===== src/rtl/alu16_pkg.sv =====
// Shared opcode and width definitions for the alu16 datapath ALU.
// Status flags are enabled by defining ALU16_FLAGS_EN (see alu16.sv).
package alu16_pkg;

  localparam int ALU16_W = 16;

  typedef enum logic [1:0] {
    ALU16_ADD = 2'd0,
    ALU16_SUB = 2'd1,
    ALU16_AND = 2'd2,
    ALU16_OR  = 2'd3
  } alu16_op_e;

endpackage


===== src/rtl/alu16_addsub.sv =====
// Combinational 17-bit adder/subtractor; subtraction inverts b and injects carry-in.
// Produces the 16-bit sum, carry-out (no-borrow when subtracting) and signed overflow.
module alu16_addsub
  import alu16_pkg::*;
(
  input  logic [ALU16_W-1:0] a,
  input  logic [ALU16_W-1:0] b,
  input  logic               sub,
  output logic [ALU16_W-1:0] sum,
  output logic               cout,
  output logic               ovf
);

  logic [ALU16_W-1:0] bEff;
  logic [ALU16_W:0]   fullSum;

  assign bEff    = sub ? ~b : b;
  assign fullSum = {1'b0, a} + {1'b0, bEff} + {{ALU16_W{1'b0}}, sub};
  assign sum     = fullSum[ALU16_W-1:0];
  assign cout    = fullSum[ALU16_W];

  // Overflow when both adder inputs share a sign that the sum does not.
  assign ovf = (a[ALU16_W-1] == bEff[ALU16_W-1]) && (sum[ALU16_W-1] != a[ALU16_W-1]);

endmodule


===== src/rtl/alu16.sv =====
// Registered 16-bit ADD/SUB/AND/OR unit with one-cycle latency.
// Define ALU16_FLAGS_EN to build the carry/overflow/zero/negative flags; otherwise they tie to 0.
module alu16
  import alu16_pkg::*;
(
  input  logic               clk,
  input  logic               rst,
  input  logic [ALU16_W-1:0] in1,
  input  logic [ALU16_W-1:0] in2,
  input  logic [1:0]         sel,
  input  logic               in_valid,
  output logic [ALU16_W-1:0] out,
  output logic               out_valid,
  output logic               carry,
  output logic               overflow,
  output logic               zero,
  output logic               negative
);

  alu16_op_e          op;
  logic [ALU16_W-1:0] addSum;
  logic               addCout;
  logic               addOvf;
  logic [ALU16_W-1:0] outData_d;
  logic [ALU16_W-1:0] outData_q;
  logic               outValid_q;

  assign op = alu16_op_e'(sel);

  alu16_addsub uAddSub (
    .a    (in1),
    .b    (in2),
    .sub  (op == ALU16_SUB),
    .sum  (addSum),
    .cout (addCout),
    .ovf  (addOvf)
  );

  always_comb begin
    outData_d = addSum;
    case (op)
      ALU16_AND: outData_d = in1 & in2;
      ALU16_OR:  outData_d = in1 | in2;
      default:   outData_d = addSum;
    endcase
  end

  // Result holds while idle; out_valid pulses only for accepted operations.
  always_ff @(posedge clk) begin
    if (rst) begin
      outData_q  <= '0;
      outValid_q <= 1'b0;
    end else begin
      outValid_q <= in_valid;
      if (in_valid) begin
        outData_q <= outData_d;
      end
    end
  end

  assign out       = outData_q;
  assign out_valid = outValid_q;

`ifdef ALU16_FLAGS_EN
  logic isArith;
  logic carry_d;
  logic carry_q;
  logic ovf_d;
  logic ovf_q;

  assign isArith = (op == ALU16_ADD) || (op == ALU16_SUB);
  assign carry_d = isArith & addCout;
  assign ovf_d   = isArith & addOvf;

  always_ff @(posedge clk) begin
    if (rst) begin
      carry_q <= 1'b0;
      ovf_q   <= 1'b0;
    end else if (in_valid) begin
      carry_q <= carry_d;
      ovf_q   <= ovf_d;
    end
  end

  // zero and negative follow the registered result, so reset yields zero=1.
  assign carry    = carry_q;
  assign overflow = ovf_q;
  assign zero     = (outData_q == '0);
  assign negative = outData_q[ALU16_W-1];
`else
  logic unusedFlags;

  assign unusedFlags = addCout ^ addOvf;
  assign carry       = 1'b0;
  assign overflow    = 1'b0;
  assign zero        = 1'b0;
  assign negative    = 1'b0;
`endif

endmodule


===== config.mk =====
export PLATFORM = sky130hd
export DESIGN_NAME = alu16
export DESIGN_NICKNAME = d
export VERILOG_FILES = /design/src/rtl/alu16_pkg.sv /design/src/rtl/alu16_addsub.sv /design/src/rtl/alu16.sv
export SDC_FILE = /design/constraint.sdc
export NUM_CORES = 1
export LEC_CHECK = 0
export CAP_MARGIN = 20
export CORE_MARGIN = 2
export CORE_UTILIZATION = 45
export CTS_BUF_LIST = sky130_fd_sc_hd__clkbuf_4
export CTS_CLUSTER_SIZE = 10
export DETAILED_ROUTE_END_ITERATION = 16
export HOLD_SLACK_MARGIN = 0.15
export PLACE_DENSITY_LB_ADDON = 0.08
export SYNTH_ARGS = -nofsm -noshare
export SYNTH_HDL_FRONTEND = slang
export SYNTH_SLANG_ARGS = --single-unit

===== constraint.sdc =====
create_clock -name clk -period 2.8 [get_ports clk]
set_input_delay 0.28 -clock clk [delete_from_list [all_inputs] [get_ports clk]]
set_output_delay 0.28 -clock clk [all_outputs]
set_load 0.1 [all_outputs]

Word level (Yosys, flattened, before mapping):

Cells that the tools add are included.

* register bits after elaboration: 17
* input port bits: 37

* bitwise logic cells: 3
* add/sub/neg operators: 2
* equal/unequal tests: 3
* muxes and demuxes: 2

Operator list (number)
* $pmux 16 s2: 1
* $add 16x1->16: 1
* $add 16x16->16: 1
* $and 16x16->16: 1
* $mux 16: 1
* $not 16->16: 1
* $or 16x16->16: 1
* $eq 2x2->1 const B: 2
* $eq 2x1->1 const B: 1

Logic depth before layout (Yosys ltp):

Gate-level depths: netlist of the first run.

* depth in word-level cells: 5
* depth in mapped cells: 12

Cells and area by module:

From an unflattened synthesis of the first run, not the netlist that was laid out.

* cell total of the unflattened synthesis: 213
* area total of the unflattened synthesis: 1903.1 um2

Modules (own cells, without submodules)
* alu16: area an instance 973.4 um2, times used 1, cells each 98, seq. area each 340.3 um2
* alu16_addsub: area an instance 929.6 um2, times used 1, cells each 115, seq. area each 0.0 um2

Worst setup path before layout of the first run:

Ideal clock, no wire load.

* path type: input port to flip-flop
* start point: in sel[1]
* end point: reg outData_q[6] (netlist: out[6])
* data required time: 2.686 ns
* setup time: 0.114 ns
* arrival: 2.730 ns
* cell stages on the path: 11
* slack: -0.045 ns
* cell sequence: buf_2 > nand2b_1 > clkbuf_1 > buf_2 > xnor2_1 > fa_1 > a21o_1 > a31o_2 > a21oi_1 > xor2_1 > a2111oi_0

* cells in the longest elaborated chain, start to end: 5
* elaborated cells on any way between the ends: 7
* classes of those cells: 2 x add/sub; 3 x eq/ne; 2 x mux

Ends and longest elaborated chain
* start: declaration: RTL line alu16.sv:10 `input logic [1:0] sel,`
* $eq 2x1->1: RTL line alu16.sv:33 `.sub (op == ALU16_SUB),`
* $mux 16: RTL line alu16_addsub.sv:17 `assign bEff = sub ? ~b : b;`
* $add 16x16->16: RTL line alu16_addsub.sv:18 `assign fullSum = {1'b0, a} + {1'b0, bEff} + {{ALU16_W{1'b0}}, sub};`
* $add 16x1->16: RTL line alu16_addsub.sv:18
* $pmux 16 s2 *: RTL line alu16.sv:41 `case (op)`
* end signal: assignment: RTL line alu16.sv:56 `outData_q <= outData_d;`
* end: declaration: RTL line alu16.sv:25 `logic [ALU16_W-1:0] outData_q;`

Every way passes the cells marked *; elsewhere a longest branch is shown, timed or not.
A chain may end at the register's enable or synchronous reset.

Final worst setup path of the first run:

* start point: in sel[1]
* end point: reg outData_q[14] (netlist: out[14])

The elaborated chain is that of the path after synthesis.

==> results_dict.tcl, run 1 <==
set metrics [dict create \
    reg2regPathDepth 4 \
    async_reset_ff_share_pct 0 \
    die_area_sq_um 5060 \
    synth_cells 258 \
    p_per_area_nw_per_um2 436 \
    p_int_uw 644 \
    dpl.hpwl_um 4720 \
    crit_fanout 12 \
    grt_antenna_before_repair 0 \
    critPathLaunchType "input pin" \
    regArea_sq_um 340 \
    grt_pass1_wl_um 10300 \
    core-area_sq_um 4350 \
    fmax_ghz 0.379 \
    path_clk_slew_ps 120 \
    synth.distinct_cells 61 \
    period_share_pct 94.1 \
    rr_startpoint "out[11]$_SDFFE_PP0P_" \
    grt_max_degree 23 \
    p_clk_share_pct 13.2 \
    skew_ps 0 \
    avgSynthCellArea_sq_um 7.86 \
    switchingPower_uw 592 \
    finalMaxSlewViolations 0 \
    io_buffers 53 \
    reg2reg_to "out[11]$_SDFFE_PP0P_" \
    yosys.cell_count.top_type "a21oi_1" \
    routed_wl_um 6080 \
    clockBufferDepth 2 \
    finalHoldViolCount 0 \
    hold_buffers 0 \
    endpoint_kind "register" \
    ioPinCount 58 \
    post-cts-setup-buffers 0 \
    p_leak_nw 1.21 \
    cts_tree "done" \
    die_h_um 71.1 \
    fin_crit_ps 2640 \
    min_from "out[4]$_SDFFE_PP0P_" \
    drt_iter0_markers 128 \
    yosys_warnings 0 \
    synthTopCellsByCount "a21oi_1, nor2_1, xnor2_1, ha_1, dfxtp_1" \
    ys_ff_latch 17 \
    place.gp.congestion 0.874 \
    whs_endpoint "out[4]$_SDFFE_PP0P_" \
    synth_top_cell_by_area "dfxtp_1" \
    seqPwrFrac_pct 22.5 \
    synth-seq-area-share_pct 16.8 \
    r2r_slack_ps 1730 \
    synth_top_area_share_pct 16.8 \
    required_ps 3030 \
    synth_enable_flop_cells 0 \
    min_path_cells 2 \
    dp.cells 389 \
    overflow 0 \
    layout.nets 398 \
    min_path_type "register to register" \
    numCtsBuffers 3 \
    diodes 0 \
    status "finished, final reports clean" \
    syn_area_sq_um 2030 \
    vias 2281 \
    setup_viol 0 \
    grt_pass1_vias 2252 \
    via_per_inst 5.80 \
    p_comb_share_pct 64.2 \
    floorplan.initialDensity_pct 46.6 \
    multi_input_area_sq_um 1580 \
    dr.pass1.iters 4 \
    cts-resized-gates 0 \
    die_w_um 71.1 \
    n_fill_cell 416 \
    drc 0 \
    rows 24 \
    synth_flop_cell "dfxtp_1" \
    final_cells 393 \
    vdd_drop_max_v 0.000244 \
    maxCapViolCount 0 \
    cp.arrival_ps 2870 \
    syn_to_final_growth_pct 40.0 \
    cts_max_level 1 \
    clock_latency_ps 310 \
    synth_area_leaders "dfxtp_1, ha_1, xnor2_1" \
    antenna_left 0 \
    cts.sinks 17 \
    wire_per_inst_um 15.5 \
    utilization_pct 65.2 \
    swShare_pct 47.9 \
    grt_usage_pct 25.1 \
    rsz0062_at_grt "no" \
    drive_above_1_share_pct 20.5 \
    critPathKind "input pin to register" \
    cts_root_buf "clkbuf_4" \
]
-- metrics by stage --
| stage | power, mW | setup slack (ps) | cell area, sq um | setup TNS [ps] | hold WS (ps) |
|---|---|---|---|---|---|
| after floorplan | 0.803 | 25.7 | 2040 | 0 | 552 |
| after global placement | 1.06 | -135 | 2800 | -377 | 458 |
| final | 1.24 | 164 | 2840 | 0 | 480 |
| after CTS | 1.23 | 140 | 2830 | 0 | 487 |
| after detailed placement | 1.07 | -182 | 2800 | -817 | 468 |
| after global routing | 1.30 | 3.91 | 2840 | 0 | 511 |
-- power by group through the flow --
stage | clock (mW) | combinational (mW) | sequential [mW]
global route | 0.171 | 0.850 | 0.282
global placement | 0 | 0.777 | 0.284
floorplan | 0 | 0.346 | 0.457
detailed placement | 0 | 0.785 | 0.285
CTS | 0.165 | 0.789 | 0.279
finish | 0.164 | 0.794 | 0.279
-- layer usage --
metal,vias up,part of all wire [%],GRT usage [%]
li1,1129,-,-
met1,1067,44,33.5
met2,73,48,41.5
met3,12,6.3,3.85
met4,0,1.7,8.18
met5,-,0,0
-- registers in the layout (all words and copies together) (netlist names) --
name,count
out,16
out_valid,1
-- cell usage in the layout, fill, tap and decap left out, types with 3 or more instances in the layout --
cell type	Yosys	final
clkbuf_4	0	4
maj3_1	7	7
nand2b_1	4	4
o211ai_1	6	6
a21oi_1	25	25
nor3_1	8	8
o21ai_0	14	14
conb_1	1	4
and2_1	3	3
xnor2_1	19	19
nand2_1	16	16
a211oi_1	6	6
or3_1	4	4
ha_1	18	18
a311oi_1	4	4
dfxtp_1	17	17
nand3_1	6	6
clkdlybuf4s50_1	0	36
buf_4	4	56
inv_1	6	6
nor2_1	20	20
and3_1	4	4
a21o_1	7	7
-- worst max-delay path: stages --
cell and delay, ps:
clkdlybuf4s50_1 470, nand2b_1 240, buf_6 240, xnor2_1 140, ha_1 290, a21oi_1 260, o21bai_1 140, a2111o_1 410
or3_1 300, o311ai_1 80
-- worst max path at each step --
stage / start / endpoint / slack, ps
after global placement: sel[1] / out[14]$_SDFFE_PP0P_ / -130
final: sel[1] / out[14]$_SDFFE_PP0P_ / 160
after global routing: sel[1] / out[14]$_SDFFE_PP0P_ / 4
after floorplan: sel[1] / out[6]$_SDFFE_PP0P_ / 30
after CTS: sel[1] / out[14]$_SDFFE_PP0P_ / 140
after detailed placement: sel[1] / out[14]$_SDFFE_PP0P_ / -180
-- cell type report --
class	count	share of cell area [%]
Sequential cell	17	12.0
Inverter	7	0.926
Timing Repair Buffer	93	27.9
Tap cell	52	2.29
Multi-Input combinational cell	220	55.8
Clock buffer	4	1.06
-- cell families after synthesis --
kind of cell	count (synthesis)	share of synthesized area, %
flops	17	16.8
simple gates	75	18.9
buf+inv	24	5.62
mux	2	0.988
fa+ha+maj	26	15.6
xor+xnor	21	9.07
other cells	1	0.185
compound gates	92	32.9
No activity file was read; power rests on OpenSTA's default activity.
==> run 2, diff against run 1 <==
Settings changed: CAP_MARGIN 20 to 0.
==> results of run 2 <==
No change in the layout: final DEF, timing and power equal those of run 1.
==> run 3, diff against run 2 <==
Settings changed: RECOVER_POWER set to 25.
==> run 3 against run 2 <==
Power shrank 0.87%; die area unchanged; critical path depth stayed put; clock skew did not move; non-clock buffer count is the same; wire length is 0.26% higher; critical endpoint unchanged; largest cell class unchanged; highest routed layer unchanged.
==> results_dict.tcl, run 3 (synthesized netlist as in run 1, its figures left out) <==
set metrics [dict create \
    grt_pass1_wl_um 10300 \
    routed_wl_um 6090 \
    cts_max_level 1 \
    core-area_sq_um 4350 \
    final_cells 393 \
    status "finished, final reports clean" \
    die_w_um 71.1 \
    grt_antenna_before_repair 0 \
    skew_ps 0 \
    dr.pass1.iters 4 \
    io_buffers 53 \
    finalMaxSlewViolations 0 \
    diodes 0 \
    total_power_mw 1.23 \
    max-slew-margin-rel_pct 22.5 \
    die_area_sq_um 5060 \
    clock_latency_ps 310 \
    fmax_ghz 0.380 \
    worst_slew_pin_slew_ps 1170 \
    endpoint_kind "register" \
    die_h_um 71.1 \
    place.gp.congestion 0.874 \
    numCtsBuffers 3 \
    drc 0 \
    cts_tree "done" \
    drive_above_1_share_pct 18.2 \
    maxCapViolCount 0 \
    largest_reg_flops 16 \
    crit_fanout 12 \
    final_common_cell "buf_4" \
    syn_to_final_growth_pct 38.5 \
    drt_iter0_markers 160 \
    dp.cells 389 \
    vdd_drop_max_v 0.000243 \
    switchingPower_uw 590 \
    ioPinCount 58 \
    p_per_area_nw_per_um2 436 \
    grt_pass1_vias 2252 \
    grt_max_degree 23 \
    grt_usage_pct 25.1 \
    cp.arrival_ps 2860 \
    floorplan.initialDensity_pct 46.6 \
    p_comb_share_pct 64.0 \
    critPathLaunchType "input pin" \
    wire_per_inst_um 15.5 \
    cts.sinks 17 \
    utilization_pct 64.5 \
    required_ps 3030 \
    antenna_left 0 \
    min_path_type "register to register" \
    clockBufferDepth 2 \
    via_per_inst 5.82 \
    setup_viol 0 \
    seqPwrFrac_pct 22.7 \
    rows 24 \
    n_fill_cell 426 \
    fin_crit_ps 2630 \
    dpl.hpwl_um 4720 \
    vias 2289 \
    layout_common_cells "buf_4, clkdlybuf4s50_1, a21oi_1" \
    p_leak_nw 1.17 \
    layout.nets 398 \
    finalHoldViolCount 0 \
    rsz0062_at_grt "no" \
    overflow 0 \
    p_int_uw 635 \
    critPathKind "input pin to register" \
    swShare_pct 48.2 \
    cts_root_buf "clkbuf_4" \
    p_clk_share_pct 13.2 \
    period_share_pct 94.0 \
    path_clk_slew_ps 120 \
]
## run 3: changes by cell type in the layout (fill, tap and decap cells not counted)
cell / delta
clkbuf_1: +8
buf_4: -8
## run 3: power groups by stage
| stage | logic [mW] | clock network, mW | registers [mW] |
|---|---|---|---|
| 2_1_floorplan | 0.346 | 0 | 0.457 |
| 3_3_place_gp | 0.777 | 0 | 0.284 |
| 3_5_place_dp | 0.785 | 0 | 0.285 |
| 4_1_cts | 0.789 | 0.165 | 0.279 |
| 5_1_grt | 0.841 | 0.171 | 0.282 |
| 6_report | 0.784 | 0.162 | 0.279 |
## run 3: layout make-up
type                            count  area, sq um  share of cell area, %
Tap cell                           52         65.1                   2.32
Inverter                            7         26.3                  0.936
Timing Repair Buffer               93          762                   27.1
Multi-Input combinational cell    220         1580                   56.4
Clock buffer                        4         30.0                   1.07
Sequential cell                    17          340                   12.1
## run 3: metal layers
layer / track usage (%) / routed length, um
met5: 0 / 0
met4: 8.18 / 161
met3: 3.85 / 299
met2: 41.5 / 2910
met1: 33.5 / 2720
## run 3: worst paths after layout
kind | from | to | slack [ps] | cells after the start
setup reg to reg | out[11]$_SDFFE_PP0P_ | out[11]$_SDFFE_PP0P_ | 1710 | 4
setup / recovery | sel[1] | out[14]$_SDFFE_PP0P_ | 170 | 10
hold reg to reg | out[4]$_SDFFE_PP0P_ | out[4]$_SDFFE_PP0P_ | 480 | 2
hold / removal | out[4]$_SDFFE_PP0P_ | out[4]$_SDFFE_PP0P_ | 480 | 2
## run 3: timing repair
action,CTS,global route
gates resized for setup,0,1
hold buffers,0,0
setup buffers,0,0
endpoints found under the setup margin,0,3
endpoints found under the hold margin,0,0
## run 3: metrics by stage
step / cell area, sq um / setup TNS, ps / worst slack, ps / hold slack (ps)
floorplan: 2040 / 0 / 25.7 / 552
global placement: 2800 / -377 / -135 / 458
detailed placement: 2800 / -817 / -182 / 468
CTS: 2830 / 0 / 140 / 487
global route: 2810 / 0 / 3.91 / 505
finish: 2810 / 0 / 169 / 477
## run 3: worst max-delay path: stages
cell and delay (ps):
clkdlybuf4s50_1 470, nand2b_1 230, buf_6 240, xnor2_1 140, ha_1 290, a21oi_1 260
o21bai_1 140, a2111o_1 410, or3_1 300, o311ai_1 80
